===== src/rtl/router_fifo.sv =====
// Router output FIFO: 16 x 9-bit {lfd, data} store with packet-length tracking.
// Optional sticky overflow port is enabled by defining ROUTER_FIFO_OVF_FLAG_EN.
module router_fifo (
  input  logic       clock,
  input  logic       reset,
  input  logic       soft_reset,
  input  logic       write_enb,
  input  logic       read_enb,
  input  logic       lfd_state,
  input  logic [7:0] data_in,
  output logic [7:0] data_out,
  output logic       full,
  output logic       empty,
  output logic       pkt_busy
`ifdef ROUTER_FIFO_OVF_FLAG_EN
  ,
  output logic       overflow
`endif
);

  logic [8:0] r_mem [16];
  logic [4:0] r_wr_ptr;
  logic [4:0] r_rd_ptr;
  logic [6:0] r_pkt_cnt;
  logic [7:0] r_data_out;

  logic       w_full;
  logic       w_empty;
  logic       w_do_wr;
  logic       w_do_rd;
  logic [8:0] w_rd_word;

  assign w_full    = (r_wr_ptr[4] != r_rd_ptr[4]) && (r_wr_ptr[3:0] == r_rd_ptr[3:0]);
  assign w_empty   = (r_wr_ptr == r_rd_ptr);
  assign w_do_wr   = write_enb && !w_full && !soft_reset;
  assign w_do_rd   = read_enb && !w_empty && !soft_reset;
  assign w_rd_word = r_mem[r_rd_ptr[3:0]];

  // Storage needs no reset: entries outside [rd_ptr, wr_ptr) are never read.
  always_ff @(posedge clock) begin
    if (w_do_wr) begin
      r_mem[r_wr_ptr[3:0]] <= {lfd_state, data_in};
    end
  end

  always_ff @(posedge clock or posedge reset) begin
    if (reset) begin
      r_wr_ptr <= '0;
      r_rd_ptr <= '0;
    end else if (soft_reset) begin
      r_wr_ptr <= '0;
      r_rd_ptr <= '0;
    end else begin
      if (w_do_wr) r_wr_ptr <= r_wr_ptr + 5'd1;
      if (w_do_rd) r_rd_ptr <= r_rd_ptr + 5'd1;
    end
  end

  // Header read loads len+1 (payload plus parity); idle output zeroes only between packets.
  always_ff @(posedge clock or posedge reset) begin
    if (reset) begin
      r_pkt_cnt  <= '0;
      r_data_out <= '0;
    end else if (soft_reset) begin
      r_pkt_cnt  <= '0;
      r_data_out <= '0;
    end else if (w_do_rd) begin
      r_data_out <= w_rd_word[7:0];
      if (w_rd_word[8]) begin
        r_pkt_cnt <= {1'b0, w_rd_word[7:2]} + 7'd1;
      end else if (r_pkt_cnt != '0) begin
        r_pkt_cnt <= r_pkt_cnt - 7'd1;
      end
    end else if (!read_enb && (r_pkt_cnt == '0)) begin
      r_data_out <= '0;
    end
  end

`ifdef ROUTER_FIFO_OVF_FLAG_EN
  logic r_overflow;

  always_ff @(posedge clock or posedge reset) begin
    if (reset) begin
      r_overflow <= 1'b0;
    end else if (soft_reset) begin
      r_overflow <= 1'b0;
    end else if (write_enb && w_full) begin
      r_overflow <= 1'b1;
    end
  end

  assign overflow = r_overflow;
`endif

  assign data_out = r_data_out;
  assign full     = w_full;
  assign empty    = w_empty;
  assign pkt_busy = (r_pkt_cnt != '0);

endmodule

===== config.mk =====
export PLATFORM = sky130hd
export DESIGN_NAME = router_fifo
export DESIGN_NICKNAME = d
export VERILOG_FILES = /design/src/rtl/router_fifo.sv
export SDC_FILE = /design/constraint.sdc
export NUM_CORES = 1
export LEC_CHECK = 0
export ABC_CLOCK_PERIOD_IN_PS = 2800
export CAP_MARGIN = 5
export CORE_AREA = 2 2 81 160
export CTS_CLUSTER_DIAMETER = 150
export CTS_CLUSTER_SIZE = 12
export DETAILED_ROUTE_END_ITERATION = 10
export DIE_AREA = 0 0 83 162
export PLACE_DENSITY = 0.78
export SLEW_MARGIN = 20
export SYNTH_ARGS = -nofsm -noshare
export SYNTH_HDL_FRONTEND = slang
export SYNTH_SLANG_ARGS = --single-unit

===== constraint.sdc =====
create_clock -name clock -period 2.8 [get_ports clock]
set_input_delay 0.84 -clock clock [delete_from_list [all_inputs] [get_ports clock]]
set_output_delay 0.84 -clock clock [all_outputs]
set_load 0.01 [all_outputs]

==> reports/results.ini <==
[drt]
drtIter0Drc=368
drc=0
vias=3976
wire_per_inst_um=25.0
drt_wl_total_um=15800
wl_met3_um=692
detail_route.first_pass.iterations=4
top_layer_used=met4
route.met2.wl_um=8990
m1WireLength_um=5470
via_per_inst=6.28
ant_nets=0

[clocking]
cts_hold_buf=0
cts_tree=built
cts_sinks=169
cts-root-buf=clkbuf_16
htree_levels=4
clockBufferDepth=2
clk_latency_ns=0.42
cts_inserted_buffers=17
cts.clk_slew.worst_paths_ns=0.06

[worst_setup_path]
r2r_setup_slack_ns=0.09
path_buf_inv=3
r2r-start=r_rd_ptr[1]
critPathSlowestCell=dfrtp_1
worstRegToRegCells=8
crit_family=simple AND/OR/NAND/NOR gates
worstSetupPathType=register to output pin
path_max_fanout=3
cp_cell_sequence=inv_2 > ha_4 > or3b_4 > nor4_4 > inv_2 > clkbuf_2
r2r_end=r_pkt_cnt[1]
crit_path_end_kind=output pin
cp.arrival_ns=1.89
critPathMaxStageDelay_ns=0.41
cp_common_cell=inv_2
start_kind=register
critPathRequiredTime_ns=1.96

[die]
dieWidth_um=83
initial_core_util=0.586
io_pins=25
rows=57
dieArea_um2=13400
core-area_um2=12200
fp.dieH_um=162

[layout]
diodes=0
layout.cells.non_filler=633
area_growth_pct=19.3
fin_util=0.699
nNetsFinal=494
fin_area_um2=8520
drive_above_1_share=0.288

[global_route]
grt_pass1_wl_um=24100
grtUsageTotal=0.248
antenna_found_initial=0
grt_overflow=0
grt_pass1_vias=4253
grt_max_degree=26

[sta]
fin_crit_sh=0.974
setup_viol=0
tns_ns=0
fmax_mhz=367
finalHoldViolCount=0
layout_min_cycle_time_ns=2.73
worstMarginPinSlew_ns=0.751
slew_violations=0
clock-skew-final_ns=0.0133
timing.slew.headroom=0.499

[synth]
yosysMostFrequentCell=edfxtp_1
synth_area_leaders=edfxtp_1 61%, mux4_2 13%, dfrtp_1 8.8%
netlist_area_um2=7140
synth_cell_types=49
synth_ff_type=edfxtp_1
synth_area_leader_cell=edfxtp_1
async_flop_share=0.148
syn_area_per_cell_um2=17.5
yosys_register_bits=169
syn_nets=429
synth-edff-count=144
synth_commonest_cells=144 x edfxtp_1, 40 x mux4_2, 25 x dfrtp_1
synth_top_area_share=0.605
yosysSeqAreaShare=0.693
synth_warnings=0
syn_inst=408

[placement]
place_area_um2=7800
placed_cells=593
hpwl_um=10100
numPortBuffers=24
globalplace.congestion=0.861

[outcome]
status=completed

[worst_hold_path]
min_from=data_out[5]
min_path_type=register to register
holdPathEnd=data_out[5]
min_path_cells=2

[pwr]
p_per_area_nw_per_um2=746
p_leak_nw=2.87
total_power_mw=6.36
ir_drop_uv=557

[flow_run]
cap_violations=0

-- cell families after synthesis --
| group | count (synthesis) | share of synthesized area |
|---|---|---|
| DFF | 169 | 0.693 |
| and+or+nand+nor | 87 | 0.0641 |
| muxes | 58 | 0.153 |
| AOI/OAI and AO/OA | 35 | 0.0310 |
| buffers and inverters | 33 | 0.0238 |
| xor gates and xnor gates | 19 | 0.0233 |
| adders and majority gates | 7 | 0.0123 |
-- tightest hold or removal path, delay by kind of cell, from the launching register on --
family	cells	cell delay, ns
AO/OA/AOI/OAI	1	0.07
flip-flops	1	0.35
AND/OR/NAND/NOR	1	0.07
-- what timing repair did --
action	4_1_cts	5_1_grt
pin swaps	0	3
buffers inserted	4	4
endpoints found under the setup margin	3	3
gates resized for setup	15	9
-- layer usage --
layer,global-route usage,up-vias
met2,0.447,158
met3,0.0508,35
met1,0.268,2043
met5,0,-
met4,0.139,0
li1,-,1740
-- stage by stage --
stage / setup slack (ns) / hold WS (ns)
floorplan: 0.279 / 0.514
global placement: 0.0903 / 0.508
detailed placement: 0.0323 / 0.520
CTS: -0.0732 / 0.532
global route: -0.0143 / 0.547
finish: 0.0718 / 0.531
-- placed cells by master (no fill, tap or decap), drive strengths merged, types with 8 or more instances in the layout --
master         count
edfxtp           144
buf               42
mux4              40
dfrtp             25
nor2              24
clkdlybuf4s50     21
clkbuf            18
inv               18
nand2             14
a21oi             14
mux2i             11
xnor2             11
clkinv             9
xor2               8
and2               8
-- final cells by class --
class,count,area [um2]
Clock buffer,17,425
Clock inverter,15,146
Fill cell,731,3670
Inverter,13,48.8
Multi-Input combinational cell,206,2120
Sequential cell,169,4960
Tap cell,147,184
Timing Repair Buffer,66,634
-- where the power goes --
group | total (mW) | leakage [nW] | internal [mW] | switching, mW
sequential | 2.86 | 1.63 | 2.80 | 0.0614
clock | 2.23 | 0.281 | 1.25 | 0.983
combinational | 1.27 | 0.961 | 0.619 | 0.654
total | 6.36 | 2.87 | 4.66 | 1.70
-- worst max-delay path by stage --
| stage | from | endpoint | slack, ns | cells after the start |
|---|---|---|---|---|
| global placement | r_pkt_cnt[0] | pkt_busy | 0.09 | 6 |
| floorplan | r_rd_ptr[0] | r_mem[12][0] | 0.28 | 6 |
| detailed placement | r_pkt_cnt[0] | pkt_busy | 0.03 | 6 |
| CTS | r_pkt_cnt[0] | pkt_busy | -0.07 | 6 |
| finish | r_pkt_cnt[0] | pkt_busy | 0.07 | 6 |
| global route | r_pkt_cnt[0] | pkt_busy | -0.01 | 6 |
-- registers in the layout (all words and copies together) (netlist names) --
name / flops
data_out: 8
r_wr_ptr: 5
r_rd_ptr: 5
r_mem: 144
r_pkt_cnt: 7
(Power assumes the default switching activity.)
